**config.mk**
```make
export PLATFORM = sky130hd
export DESIGN_NAME = resp_fold
export DESIGN_NICKNAME = d
export VERILOG_FILES = /design/src/rtl/resp_fold.sv
export SDC_FILE = /design/constraint.sdc
export NUM_CORES = 1
export LEC_CHECK = 0
export ABC_CLOCK_PERIOD_IN_PS = 2000
export CAP_MARGIN = 20
export CORE_AREA = 2 2 73 75
export DETAILED_ROUTE_END_ITERATION = 6
export DIE_AREA = 0 0 75 77
export PLACE_DENSITY_LB_ADDON = 0.08
export RECOVER_POWER = 25
export SETUP_SLACK_MARGIN = 0.5
export SYNTH_ARGS = -nofsm -noshare
export SYNTH_HDL_FRONTEND = slang
export SYNTH_SLANG_ARGS = --single-unit
export TNS_END_PERCENT = 20
```
**constraint.sdc**
```tcl
create_clock -name vclk -period 2
set_input_delay 0.5 -clock vclk [all_inputs]
set_output_delay 0.5 -clock vclk [all_outputs]
set_load 0.1 [all_outputs]
```
**src/rtl/resp_fold.sv**
```systemverilog
// Combinational XOR folder: zero-extends a wide word to a SIG_W multiple and XORs the slices.
module resp_fold #(
    parameter int unsigned DATA_W = 159,
    parameter int unsigned SIG_W  = 32
) (
    input  logic [DATA_W-1:0] data,
    output logic [SIG_W-1:0]  fold
);

    localparam int unsigned SLICES = (DATA_W + SIG_W - 1) / SIG_W;
    localparam int unsigned EXT_W  = SLICES * SIG_W;

    logic [EXT_W-1:0] ext;

    assign ext = EXT_W'(data);

    always_comb begin
        fold = '0;
        for (int unsigned i = 0; i < SLICES; i++) begin
            fold = fold ^ ext[i*SIG_W +: SIG_W];
        end
    end

endmodule

```
; After elaboration in Yosys (flattened, before gate mapping)
; Index checks and enable logic that the tools add are counted.
[totals]
register_bits = 0
latchBits = 0
ramBits = 0
romBits = 0
inputBits = 159
output_inout_bits = 32
mem_count = 0
[op_classes]
n_addsub = 0
mul = 0
div = 0
n_lt_le_gt_ge = 0
eq_ne = 0
shift = 0
n_mux = 0
bitwise_logic = 4
n_reduce_logical = 0
[op_table]
columns = cell, count
row1 = 32-bit XOR, 3
row2 = 32-bit by 31-bit XOR with 32-bit output, 1

; Longest topological paths before layout
[logic_depth]
depth_word = 4
mapped_depth = 2

; Least setup slack after synthesis
; Ideal clock, no wire load.
[synth_path]
kind = input-to-output
startpoint = in data[32]
endpoint = out fold[0]
arrival_ns = 2.450
required_time_ns = 1.500
slack_ns = -0.950
stages = 2
n_path_buf = 0
cell_sequence = xnor3_1 > xnor2_1
[synth_via]
elab_chain_cells = 4
[synth_lines]
columns = item, line
row1 = from (decl), 6  ; input logic [DATA_W-1:0] data,
row2 = 32-bit XOR (3 in series), 20  ; fold = fold ^ ext[i*SIG_W +: SIG_W];
row3 = 32-bit by 31-bit XOR with 32-bit output, 20
row4 = to (decl), 7  ; output logic [SIG_W-1:0] fold
; Every way passes these cells.

; Worst setup path in the final report
[layout_path]
startpoint = in data[31]
endpoint = out fold[31]
; The elaborated chain is that of the path after synthesis.

==> flow_metrics.env <==
export IMPL_dp_hpwl_um=5139
export IMPL_hold_end="fold[7]"
export IMPL_grt_max_degree=2
export IMPL_drv_cap=0
export IMPL_clock_buffers=0
export IMPL_synthXorXnorAreaFrac_pct=100.0
export IMPL_diodes=0
export IMPL_tns_ps=0
export IMPL_multi_input_comb_area_um2=2125
export IMPL_worst_slack_ps=73.17
export IMPL_max_freq_mhz=519.0
export IMPL_dp_cells=363
export IMPL_avgSynthCellArea_um2=13.20
export IMPL_worstSetupEndpointType="primary output"
export IMPL_yosysUniqueCellTypes=3
export IMPL_dieArea_um2=5775
export IMPL_rows=26
export IMPL_coreArea_um2=4977
export IMPL_slew_violations=0
export IMPL_yosys_mux_area_fraction_pct=0
export IMPL_dr_first_iter_drc_count=5
export IMPL_ir_drop_mv=0.5714
export IMPL_grt_pass1_wl_um=8811
export IMPL_drive_gt1_share_pct=72.35
export IMPL_cp_max_fo=1
export IMPL_synth_fa_ha_area_share_pct=0
export IMPL_seq_cell_count=0
export IMPL_die_x_um=75
export IMPL_required_ps=1500
export IMPL_grt_util_all_layers_pct=20.10
export IMPL_via_per_inst=4.113
export IMPL_arrival_ps=1430
export IMPL_grt_overflow_total=0
export IMPL_power_density_nw_per_um2=754.1
export IMPL_critPathKind="primary input to primary output"
export IMPL_timing_final_crit_period_ps=1927
export IMPL_p_sw_share_pct=57.29
export IMPL_synth_compound_area_share_pct=0
export IMPL_final_instance_count_excl_fill=363
export IMPL_p_sw_mw=1.778
export IMPL_syn_area_um2=1267
export IMPL_die_y_um=77
export IMPL_drt_wirelength_per_cell_um=15.79
export IMPL_ys_warn_count=0
export IMPL_ant_nets=0
export IMPL_report_final_hold_viol_count=0
export IMPL_worstMarginPinSlew_ps=279.5
export IMPL_postPlaceCellArea_um2=4233
export IMPL_dp_slack_ps=-334.9
export IMPL_internal_power_mw=1.325
export IMPL_finalCritPeriodShare_pct=96.34
export IMPL_syn_inst=96
export IMPL_clkPwrFrac_pct=0
export IMPL_num_vias=1493
export IMPL_area_delta_synth_final_pct=224.7
export IMPL_start_util_pct=25.47
export IMPL_ys_seq_area_share_pct=0
export IMPL_gp_congestion=0.7352
export IMPL_p_seq_share_pct=0
export IMPL_hp_start="data[71]"
export IMPL_power_leakage_nw=2.042
export IMPL_fin_util_pct=82.68
export IMPL_synthSimpleGateAreaFrac_pct=0
export IMPL_grt_pass1_vias=1818
export IMPL_status="finished clean"
export IMPL_min_path_cells=4
export IMPL_register_area_um2=0
export IMPL_crit_start="data[31]"
export IMPL_fin_area_um2=4115
export IMPL_p_comb_share_pct=100.0
export IMPL_drt_pass1_iterations=2
export IMPL_setup_violations=0
export IMPL_final_nets=454
export IMPL_io_pins=191
export IMPL_antenna_found_initial=0
export IMPL_hold_class="primary input to primary output"
export IMPL_drc=0
export IMPL_rsz0062_at_grt="yes"
export IMPL_fillerInstances=303
export IMPL_wl_um=5731
export IMPL_start_kind="primary input"
export IMPL_io_buffers=191
export IMPL_max_slew_margin_rel_pct=81.35
export IMPL_postCtsSetupRepairBufs=0
export IMPL_synth_nets=255
export IMPL_synth_top_family_by_area="XOR/XNOR gates"
[power by group through the flow]
stage | Combinational [mW] | Clock (mW) | Sequential, mW
2_1_floorplan | 2.05 | 0 | 0
4_1_cts | 3.21 | 0 | 0
3_3_place_gp | 3.21 | 0 | 0
6_report | 3.10 | 0 | 0
5_1_grt | 3.19 | 0 | 0
3_5_place_dp | 3.24 | 0 | 0
[worst max path at each step]
stage,end,cells past startpoint,slack (ps)
floorplan,fold[0],2,-50
global placement,fold[23],4,-310
detailed placement,fold[5],4,-330
CTS,fold[2],4,70
global route,fold[31],4,50
finish,fold[31],4,70
[layout make-up]
type                            count  area share (%)
Timing Repair Buffer              197           46.25
Tap cell                           70           2.128
Multi-Input combinational cell     96           51.63
[routing by layer]
layer / vias up / share of wire [%] / global-route usage (%) / wire (um)
met5: - / 0 / 0 / 0
met4: 0 / 1.2 / 2.321 / 71
met3: 6 / 11 / 5.650 / 651
met2: 95 / 62 / 40.44 / 3568
met1: 707 / 25 / 19.88 / 1440
li1: 685 / - / - / -
[worst max-delay path, stage by stage]
cell and delay, ps:
dlygate4sd2_1 260, xnor2_2 270, xnor2_4 150, buf_6 240
[cell families (layout without fill, tap and decap cells)]
logic type	Yosys count	in the layout
xor gates and xnor gates	96	96
buffers and inverters	0	197
[stage by stage]
stage               hold slack (ps)  power, mW
floorplan                      1423      2.051
global placement               1914      3.211
detailed placement             1920      3.244
CTS                            1604      3.215
global route                   1520      3.189
finish                         1497      3.103
[cell usage after synthesis (all sizes together)]
cell type  number  area share (%)
xnor2          33              23
xor2           32              22
xnor3          31              55
[cells in the final DEF, fill, tap and decap left out]
cell	netlist	routed
buf_12	0	24
xnor2_2	0	1
xnor2_4	0	32
clkbuf_2	0	12
xnor3_2	0	31
dlygate4sd2_1	0	65
buf_4	0	6
buf_2	0	40
xor2_2	0	28
buf_6	0	38
xor2_1	32	4
clkdlybuf4s15_1	0	12
[repair_timing]
action	4_1_cts	5_1_grt
pin swaps	96	49
gates resized for setup	403	59
hold buffers	0	0
setup endpoints to repair	32	32
cloned	0	0
No activity file was read; power rests on OpenSTA's default activity.
